===== src/rtl/seq_restoring_divider.sv =====
// seq_restoring_divider
//
// Multi-cycle unsigned restoring divider producing one quotient bit per clock.
// A controller raises start with an operand pair while busy is low; W clocks
// later done pulses for one cycle with the registered quotient and remainder.
// A zero divisor is answered on the start edge itself with quotient all-ones,
// remainder equal to the dividend and div_by_zero set.
//
// Ports
//   clk          rising-edge clock
//   rst_n        asynchronous active-low reset
//   start        division request, sampled only while busy is low
//   dividend     unsigned dividend, sampled with start
//   divisor      unsigned divisor, sampled with start
//   busy         high while an iteration sequence is running
//   done         one-cycle pulse marking a result update
//   quotient     registered quotient, held until the next result
//   remainder    registered remainder, held until the next result
//   div_by_zero  registered flag, set when the last result had a zero divisor

module seq_restoring_divider #(
    parameter int unsigned W = 4
) (
    input  logic         clk,
    input  logic         rst_n,
    input  logic         start,
    input  logic [W-1:0] dividend,
    input  logic [W-1:0] divisor,
    output logic         busy,
    output logic         done,
    output logic [W-1:0] quotient,
    output logic [W-1:0] remainder,
    output logic         div_by_zero
);

    localparam int unsigned CW = $clog2(W) + 1;
    localparam logic [CW-1:0] LastCnt = CW'(W - 1);

    typedef enum logic [0:0] {StIdle, StRun} state_e;

    state_e        state_q, state_d;
    logic [W-1:0]  divisor_q, divisor_d;
    logic [W-1:0]  q_sr_q, q_sr_d;
    // The partial remainder is conceptually W+1 bits, but after the restore
    // step it is always below the divisor, so its top bit is always zero and
    // is not stored.
    logic [W-1:0]  rem_q, rem_d;
    logic [CW-1:0] cnt_q, cnt_d;
    logic [W-1:0]  quotient_q, quotient_d;
    logic [W-1:0]  remainder_q, remainder_d;
    logic          dbz_q, dbz_d;
    logic          done_q, done_d;

    logic [W:0]    shifted;
    logic [W:0]    trial;
    logic [W-1:0]  q_next;
    logic [W-1:0]  rem_next;

    always_comb begin
        state_d     = state_q;
        divisor_d   = divisor_q;
        q_sr_d      = q_sr_q;
        rem_d       = rem_q;
        cnt_d       = cnt_q;
        quotient_d  = quotient_q;
        remainder_d = remainder_q;
        dbz_d       = dbz_q;
        done_d      = 1'b0;

        // One restoring step: bring in the next dividend bit, try to subtract,
        // keep the difference only when it did not borrow.
        shifted  = {rem_q, q_sr_q[W-1]};
        trial    = shifted - {1'b0, divisor_q};
        q_next   = {q_sr_q[W-2:0], ~trial[W]};
        rem_next = trial[W] ? shifted[W-1:0] : trial[W-1:0];

        unique case (state_q)
            StIdle: begin
                if (start) begin
                    if (divisor != '0) begin
                        divisor_d = divisor;
                        q_sr_d    = dividend;
                        rem_d     = '0;
                        cnt_d     = '0;
                        state_d   = StRun;
                    end else begin
                        quotient_d  = '1;
                        remainder_d = dividend;
                        dbz_d       = 1'b1;
                        done_d      = 1'b1;
                    end
                end
            end
            StRun: begin
                q_sr_d = q_next;
                rem_d  = rem_next;
                cnt_d  = cnt_q + CW'(1);
                if (cnt_q == LastCnt) begin
                    quotient_d  = q_next;
                    remainder_d = rem_next;
                    dbz_d       = 1'b0;
                    done_d      = 1'b1;
                    state_d     = StIdle;
                end
            end
            default: state_d = StIdle;
        endcase
    end

    always_ff @(posedge clk or negedge rst_n) begin
        if (!rst_n) begin
            state_q     <= StIdle;
            divisor_q   <= '0;
            q_sr_q      <= '0;
            rem_q       <= '0;
            cnt_q       <= '0;
            quotient_q  <= '0;
            remainder_q <= '0;
            dbz_q       <= 1'b0;
            done_q      <= 1'b0;
        end else begin
            state_q     <= state_d;
            divisor_q   <= divisor_d;
            q_sr_q      <= q_sr_d;
            rem_q       <= rem_d;
            cnt_q       <= cnt_d;
            quotient_q  <= quotient_d;
            remainder_q <= remainder_d;
            dbz_q       <= dbz_d;
            done_q      <= done_d;
        end
    end

    assign busy        = (state_q == StRun);
    assign done        = done_q;
    assign quotient    = quotient_q;
    assign remainder   = remainder_q;
    assign div_by_zero = dbz_q;

endmodule


===== config.mk =====
export PLATFORM = sky130hd
export DESIGN_NAME = seq_restoring_divider
export DESIGN_NICKNAME = d
export VERILOG_FILES = /design/src/rtl/seq_restoring_divider.sv
export SDC_FILE = /design/constraint.sdc
export NUM_CORES = 1
export LEC_CHECK = 0
export CAP_MARGIN = 40
export CORE_ASPECT_RATIO = 0.75
export CORE_MARGIN = 1.5
export CORE_UTILIZATION = 25
export CTS_CLUSTER_SIZE = 10
export DETAILED_ROUTE_END_ITERATION = 7
export SLEW_MARGIN = 20
export SYNTH_ARGS = -nofsm -noshare
export SYNTH_HDL_FRONTEND = slang
export SYNTH_SLANG_ARGS = --single-unit

===== constraint.sdc =====
create_clock -name clk -period 2 [get_ports clk]
set_clock_uncertainty 0.2 [all_clocks]
set_input_delay 0.3 -clock clk [delete_from_list [all_inputs] [get_ports clk]]
set_output_delay 0.3 -clock clk [all_outputs]
set_load 0.02 [all_outputs]

Word level (Yosys, flattened, before mapping). Index checks and enable logic that the tools add are counted.

Bits in registers: 26. Latch bits: 0. Memory bits (writable): 0. ROM bits: 0. Input bits: 11. Output and inout bits: 11. Logic and storage cells: 52. Memories: 0.

Add/subtract/negate cells: 2. Multipliers: 0. Divide/modulo/power cells: 0. Magnitude comparators: 0. Eq/ne operators: 5. Shift-type cells: 0. Multiplexer cells: 30. Bitwise logic cells: 2. Reductions and logical operators: 4.

Operator list (count): 4-bit 2-to-1 mux (11); 4-bit one-hot mux with 2 select lines (4); 1-bit 2-to-1 mux (9); 3-bit 2-to-1 mux (2); 2-bit inequality test, second input constant (3); 1-bit one-hot mux with 2 select lines (3); 3-bit one-hot mux with 2 select lines (1); 3-bit AND reduction (2); 5-bit by 4-bit subtractor with 5-bit output (1); 4-bit nonzero test (1); 3-bit by 1-bit adder with 3-bit output, second input constant (1); 3-bit by 2-bit == test with 1-bit output, second input constant (1); 2-bit by 1-bit inequality test with 1-bit output, second input constant (1); 1-bit NOT (2); 2-bit AND reduction (1).

Logic depth before layout (Yosys ltp). Gate-level depths: netlist (run 1).

Depth after elaboration: 4. Gate-level depth with buffers: 8. Depth with buffers taken out: 8.

Worst setup path before layout (run 1). Ideal clock, no wire load.

Path kind: reg-to-reg. Start: register q_sr_q[3]. End: register remainder_q[2] (netlist: remainder[2]). Setup time: 126 ps. Arrival: 1890 ps. Data required time: 1674 ps. Path slack: -216 ps. Cell stages (with the launch flop): 8. Path buffers: 0. Period minus slack after synthesis: 2216 ps. Cell sequence: dfrtp_1 > inv_1 > ha_1 > fa_1 > nand2b_1 > a21oi_2 > o21ai_0 > o32a_1.

Cells in the longest elaborated chain, start to end: 4.

Ends and longest elaborated chain: start, declared (line 43) `logic [W-1:0] q_sr_q, q_sr_d;`; start signal, assigned (line 124) `q_sr_q <= q_sr_d;`; 5-bit by 4-bit subtractor with 5-bit output (line 73) `trial = shifted - {1'b0, divisor_q};`; 4-bit 2-to-1 mux (line 75) `rem_next = trial[W] ? shifted[W-1:0] : trial[W-1:0];`; 4-bit 2-to-1 mux (line 98) `if (cnt_q == LastCnt) begin`; 4-bit one-hot mux with 2 select lines (line 77) `unique case (state_q)`; end signal, assigned (line 128) `remainder_q <= remainder_d;`; end, declared (line 50) `logic [W-1:0] remainder_q, remainder_d;`.

Every way passes these cells. The select of a mux whose other input is x is not followed. A chain may end at the register's enable or synchronous reset.

Final worst setup path (run 1).
Start: register divisor_q[0]. End: register rem_q[3].

Cells in the longest elaborated chain, start to end: 3.

Ends and longest elaborated chain: start, declared (line 42) `logic [W-1:0] divisor_q, divisor_d;`; start signal, assigned (line 123) `divisor_q <= divisor_d;`; 5-bit by 4-bit subtractor with 5-bit output (line 73); 4-bit 2-to-1 mux (line 75); 4-bit one-hot mux with 2 select lines (line 77); end signal, assigned (line 125) `rem_q <= rem_d;`; end, declared (line 47) `logic [W-1:0] rem_q, rem_d;`.

Every way passes these cells.

==> results of run 1 <==
==> cell type report <==
type / count / area, um^2
multi-input combinational: 106 / 732.0
inverter: 7 / 26.28
sequential: 26 / 651.9
fill: 541 / 3376
timing repair buffer: 44 / 402.9
tap: 75 / 93.84
clock buffer: 3 / 41.29
==> worst max-delay path, cell delays in order (launching register included) <==
cell,delay (ns)
dfrtp_1,0.42
ha_2,0.20
fa_2,0.34
nand2b_4,0.15
a21oi_4,0.16
buf_12,0.14
xnor2_4,0.14
nand2b_4,0.17
a31oi_1,0.07
==> cell usage after synthesis, types with 2 or more instances <==
master | instances | share of area [%]
clkbuf_1 | 4 | 1.1
inv_1 | 7 | 1.9
nand3b_1 | 4 | 2.2
nand2b_1 | 5 | 2.3
nand2_1 | 18 | 4.9
nand3_1 | 4 | 1.5
dfrtp_1 | 26 | 47
xnor2_1 | 2 | 1.3
mux2i_1 | 5 | 3.6
a21oi_1 | 10 | 3.6
a41oi_1 | 2 | 1.3
ha_1 | 6 | 5.4
a21o_1 | 2 | 1.1
o21ai_0 | 15 | 5.4
and3_1 | 2 | 0.91
nor3b_1 | 2 | 1.1
nor2_1 | 15 | 4.1
==> registers in the layout (all words and copies together) (netlist names) <==
name and flops:
q_sr_q 4, done 1, rem_q 4, quotient 4, divisor_q 4, remainder 4
cnt_q 3, div_by_zero 1, busy 1
==> power by group <==
part	leakage, nW	switching (mW)	internal [mW]
clock network	0.0216	0.160	0.135
registers	0.308	0.232	0.797
logic	0.530	1.13	1.28
==> stage by stage <==
step                      utilization [%]  area (um^2)  hold slack (ns)  setup WS, ns
after CTS                           36.55         1946           0.2117      -0.09382
after global placement              34.22         1822           0.2798       -0.2062
after detailed placement            34.22         1822           0.2795       -0.2508
after global routing                36.59         1948           0.2155       -0.1811
final                               36.59         1948           0.1939       -0.1136
after floorplan                         -         1414          -0.1956      -0.05971
==> path summary, 6_finish.rpt <==
check / from / endpoint
max: divisor_q[0]$_DFFE_PN0P_ / rem_q[3]$_DFFE_PN0P_
min: rst_n / rem_q[1]$_DFFE_PN0P_
max reg2reg: divisor_q[0]$_DFFE_PN0P_ / rem_q[3]$_DFFE_PN0P_
min reg2reg: cnt_q[0]$_DFFE_PN0P_ / cnt_q[0]$_DFFE_PN0P_
max in group asynchronous: rst_n / busy$_DFF_PN0_
min in group clk: cnt_q[0]$_DFFE_PN0P_ / cnt_q[0]$_DFFE_PN0P_
==> logic make-up (layout without fill, tap and decap cells) <==
| kind of cell | count (synthesis) | count (layout) | share of synthesized area, % |
|---|---|---|---|
| buf+inv | 13 | 54 | 4.174 |
| compound gates | 36 | 36 | 15.97 |
| simple gates | 53 | 53 | 18.60 |
| fa+ha+maj | 7 | 7 | 6.896 |
| flops | 26 | 26 | 47.19 |
| mux | 7 | 7 | 5.263 |
| xor+xnor | 3 | 3 | 1.906 |
==> routing by layer <==
layer  share of wire [%]  wire (um)  global-route usage, %
met5                   0          0                      0
met4                0.41         13                  1.758
met3                 5.4        172                  3.423
met2                  40       1282                  16.67
met1                  54       1699                  18.57
==> timing repair <==
item / CTS / global route
setup buffers: 3 / 2
cloned: 1 / 0
hold buffers: 0 / 0
pin swaps: 5 / 2
setup endpoints to repair: 11 / 11
gates resized for setup: 4 / 6
==> results.py, run 1 <==
metrics = {
    "status": {
        "violations": "negative setup slack",
        "status": "finished, violations left",
    },
    "layout": {
        "num_antenna_cells": 0,
        "fin_nets": 206,
        "final_layout_size_suffix_gt1_share_pct": 21.51,
        "area_growth_pct": 41.29,
        "fin_cells": 261,
        "final_common_cell": "dfrtp_1",
        "mostFrequentLayoutCells": "dfrtp_1, clkdlybuf4s50_1, buf_4",
    },
    "setup_path": {
        "worst_setup_path_end_kind": "flip-flop",
        "regToRegSetupSlack_ns": -0.11,
        "ff2ff_path_depth": 8,
        "cp_data_required_time_ns": 1.95,
        "startpoint_type": "flip-flop",
        "critPathMaxFanout": 5,
        "critPathArrivalTime_ns": 2.07,
        "path_class": "flip-flop to flip-flop",
    },
    "detailed_routing": {
        "drt-total-wl_um": 3168,
        "post-route-drc-count": 0,
        "vias": 1143,
        "ant_nets": 0,
        "drt_iter0_markers": 83,
        "vias_per_cell": 4.379,
        "post_drt_wl_per_cell_um": 12.14,
        "firstDrtPassIters": 4,
    },
    "cts": {
        "ctsRootBufferMaster": "clkbuf_8",
        "htree_levels": 1,
        "clk_latency_ns": 0.27,
        "path_clk_slew_ns": 0.09,
        "numCtsBuffers": 3,
        "cts.sinks": 26,
        "clock_path_buffers": 2,
        "cts_tree": "yes",
    },
    "sta": {
        "rsz0062_at_grt": "true",
        "worst_slack_ns": -0.1136,
        "tightest_slew_ns": 0.4878,
        "slew_violations": 0,
        "timing.final.setup_violations": 6,
        "relSlewSlack_pct": 67.48,
        "fin_crit_ns": 2.114,
        "finalCritPeriodShare_pct": 105.7,
        "tns_ns": -0.4912,
        "hold_violations": 0,
        "fmax_mhz": 473.1,
    },
    "pwr": {
        "irDropWorstVdd_v": 0.0006127,
        "power_mw": 3.729,
        "power_density_mw_per_mm2": 1914,
        "p_leak_nw": 0.8598,
    },
    "grt": {
        "gr-total-overflow": 0,
        "first_global_vias": 1061,
        "grt_use_total_pct": 12.01,
        "grt_pass1_wl_um": 5340,
        "antenna_found_initial": 0,
        "grt_max_degree": 27,
    },
    "synth": {
        "synth_area_per_cell_um2": 9.509,
        "syn-cell-area_mm2": 0.001379,
        "synth_edf_count": 0,
        "ys.flop_type": "dfrtp_1",
        "synth_nets": 163,
        "ys_types": 33,
        "netlist_instances": 145,
        "yosysWarnings": 0,
        "async_flop_share_pct": 100.0,
        "synth_seq_cells": 26,
        "ys_seq_area_share_pct": 47.19,
    },
    "floorplan": {
        "core_mm2": 0.005324,
        "fp.dieW_um": 88.76,
        "io_pins": 22,
        "initial_core_util_pct": 25.90,
        "die_y_um": 67.32,
        "fp-row-count": 23,
        "dieArea_mm2": 0.005975,
    },
    "placed_design": {
        "port_buffers": 21,
        "place_congestion": 0.7143,
        "dp_hpwl_um": 2306,
        "dp_cells": 253,
    },
    "job": {
        "max_cap_violations": 0,
    },
    "min_path": {
        "hold_path.class": "primary input to async pin",
    },
}
No activity file was read; power rests on OpenSTA's default activity.
==> run 2, diff against run 1 <==
==> constraint.sdc (replaced) <==
create_clock -name clk -period 2 [get_ports clk]
set_clock_uncertainty 0.2 [all_clocks]
set_input_delay 0.3 -clock clk [delete_from_list [all_inputs] [get_ports clk]]
set_output_delay 0.3 -clock clk [all_outputs]
set_load 0.01 [all_outputs]
==> run 2 against run 1 <==
The flow still finishes with violations (negative setup slack). Via count up 1.8%. Non-clock buffer count is 2 lower. Sequential power barely moved. First-iteration DRC count is 20% higher. Largest cell class unchanged.
==> results.py, run 2 (synthesis gave the netlist of run 1 again) <==
metrics = {
    "grt": {
        "gr-total-overflow": 0,
        "grt_pass1_wl_um": 5285,
        "grt_max_degree": 27,
        "grt_use_total_pct": 11.90,
        "antenna_found_initial": 0,
        "first_global_vias": 1058,
    },
    "sta": {
        "timing.final.setup_violations": 10,
        "worst_slack_ns": -0.1546,
        "slew_violations": 0,
        "rsz0062_at_grt": "true",
        "tightest_slew_ns": 0.4945,
        "relSlewSlack_pct": 67.03,
        "fin_crit_ns": 2.155,
        "fmax_mhz": 464.1,
        "hold_violations": 0,
        "finalCritPeriodShare_pct": 107.7,
    },
    "pwr": {
        "irDropWorstVdd_v": 0.0006987,
        "power_density_mw_per_mm2": 1964,
        "p_leak_nw": 0.8685,
    },
    "layout": {
        "area_growth_pct": 44.46,
        "num_antenna_cells": 0,
        "final_layout_size_suffix_gt1_share_pct": 22.70,
        "final_common_cell": "dfrtp_1",
        "fin_nets": 204,
        "fin_cells": 260,
        "mostFrequentLayoutCells": "dfrtp_1, clkdlybuf4s50_1, nand2_1",
        "nFillCells": 562,
    },
    "setup_path": {
        "path_class": "flip-flop to flip-flop",
        "critPathArrivalTime_ns": 2.12,
        "regToRegSetupSlack_ns": -0.15,
        "cp_data_required_time_ns": 1.96,
        "worst_setup_path_end_kind": "flip-flop",
        "critPathMaxFanout": 5,
        "startpoint_type": "flip-flop",
    },
    "cts": {
        "path_clk_slew_ns": 0.09,
        "ctsRootBufferMaster": "clkbuf_8",
        "numCtsBuffers": 3,
        "cts.sinks": 26,
        "cts_tree": "yes",
        "clk_latency_ns": 0.28,
        "htree_levels": 1,
        "clock_path_buffers": 2,
    },
    "detailed_routing": {
        "post_drt_wl_per_cell_um": 12.56,
        "drt-total-wl_um": 3265,
        "vias": 1164,
        "vias_per_cell": 4.477,
        "post-route-drc-count": 0,
        "drt_iter0_markers": 100,
        "ant_nets": 0,
        "firstDrtPassIters": 4,
    },
    "floorplan": {
        "fp.dieW_um": 88.76,
        "initial_core_util_pct": 25.90,
        "die_y_um": 67.32,
        "dieArea_mm2": 0.005975,
        "io_pins": 22,
        "fp-row-count": 23,
        "core_mm2": 0.005324,
    },
    "placed_design": {
        "dpl_worst_slack_ns": -0.2470,
        "port_buffers": 21,
        "dp_hpwl_um": 2320,
        "dp_cells": 252,
        "place_congestion": 0.7187,
    },
    "min_path": {
        "hold_path.class": "primary input to async pin",
    },
    "status": {
        "status": "finished, violations left",
        "violations": "negative setup slack",
    },
    "job": {
        "max_cap_violations": 0,
    },
}
==> run 2: per-layer routing <==
| metal | up-vias | share of wire (%) | global-route usage [%] |
|---|---|---|---|
| li1 | 580 | - | - |
| met1 | 556 | 52 | 17.08 |
| met2 | 26 | 42 | 17.90 |
| met3 | 2 | 4.6 | 3.301 |
| met4 | 0 | 0.55 | 2.344 |
| met5 | - | 0 | 0 |
==> run 2: repair_timing <==
action                     CTS  global route
hold buffers                 0             0
buffers inserted             3             1
pin swaps                    6             2
setup endpoints to repair   11            11
resized for setup           11             5
==> run 2: through the flow <==
step                      cell area [um^2]  power, mW  utilization (%)  hold slack, ns  setup TNS (ns)
after floorplan                       1414      2.266                -         -0.1956         -0.1423
after global placement                1814      2.950            34.08          0.2785          -3.452
after detailed placement              1814      2.990            34.08          0.2800          -3.980
after CTS                             1956      3.834            36.73          0.2039         -0.6739
after global routing                  1992      4.215            37.41          0.2180          -1.556
final                                 1992      3.912            37.41          0.1858         -0.8824
==> run 2: critical path, stage by stage (launching register included) <==
cell,delay (ns)
dfrtp_1,0.45
ha_4,0.19
fa_2,0.35
nand2b_4,0.15
a21oi_4,0.14
buf_12,0.14
xnor2_4,0.15
nand2b_4,0.19
a31oi_1,0.07
==> run 2: final timing paths <==
path                            depth (start not counted)              endpoint                startpoint
worst max-delay path                                    8  rem_q[3]$_DFFE_PN0P_  divisor_q[0]$_DFFE_PN0P_
worst min-delay path                                    2  rem_q[0]$_DFFE_PN0P_                     rst_n
worst max register to register                          8  rem_q[3]$_DFFE_PN0P_  divisor_q[0]$_DFFE_PN0P_
worst min register to register                          1  cnt_q[0]$_DFFE_PN0P_      cnt_q[0]$_DFFE_PN0P_
max in group asynchronous                               2        busy$_DFF_PN0_                     rst_n
min in group clk                                        1  cnt_q[0]$_DFFE_PN0P_      cnt_q[0]$_DFFE_PN0P_
==> run 2: power by group <==
part / leakage [nW] / internal (mW) / total (mW) / switching, mW
Sequential: 0.308 / 0.797 / 1.04 / 0.239
Clock: 0.0288 / 0.176 / 0.349 / 0.173
Combinational: 0.532 / 1.40 / 2.53 / 1.12
Total: 0.868 / 2.38 / 3.91 / 1.53
==> run 2: area by class of cell <==
| cell class | instances | area [um^2] | share of cell area, % |
|---|---|---|---|
| multi-input cells | 106 | 757.0 | 38.00 |
| flip-flops and latches | 26 | 651.9 | 32.73 |
| repair buffers | 42 | 407.9 | 20.48 |
| well taps | 75 | 93.84 | 4.711 |
| clock buffers | 4 | 55.05 | 2.764 |
| inverters | 7 | 26.28 | 1.319 |
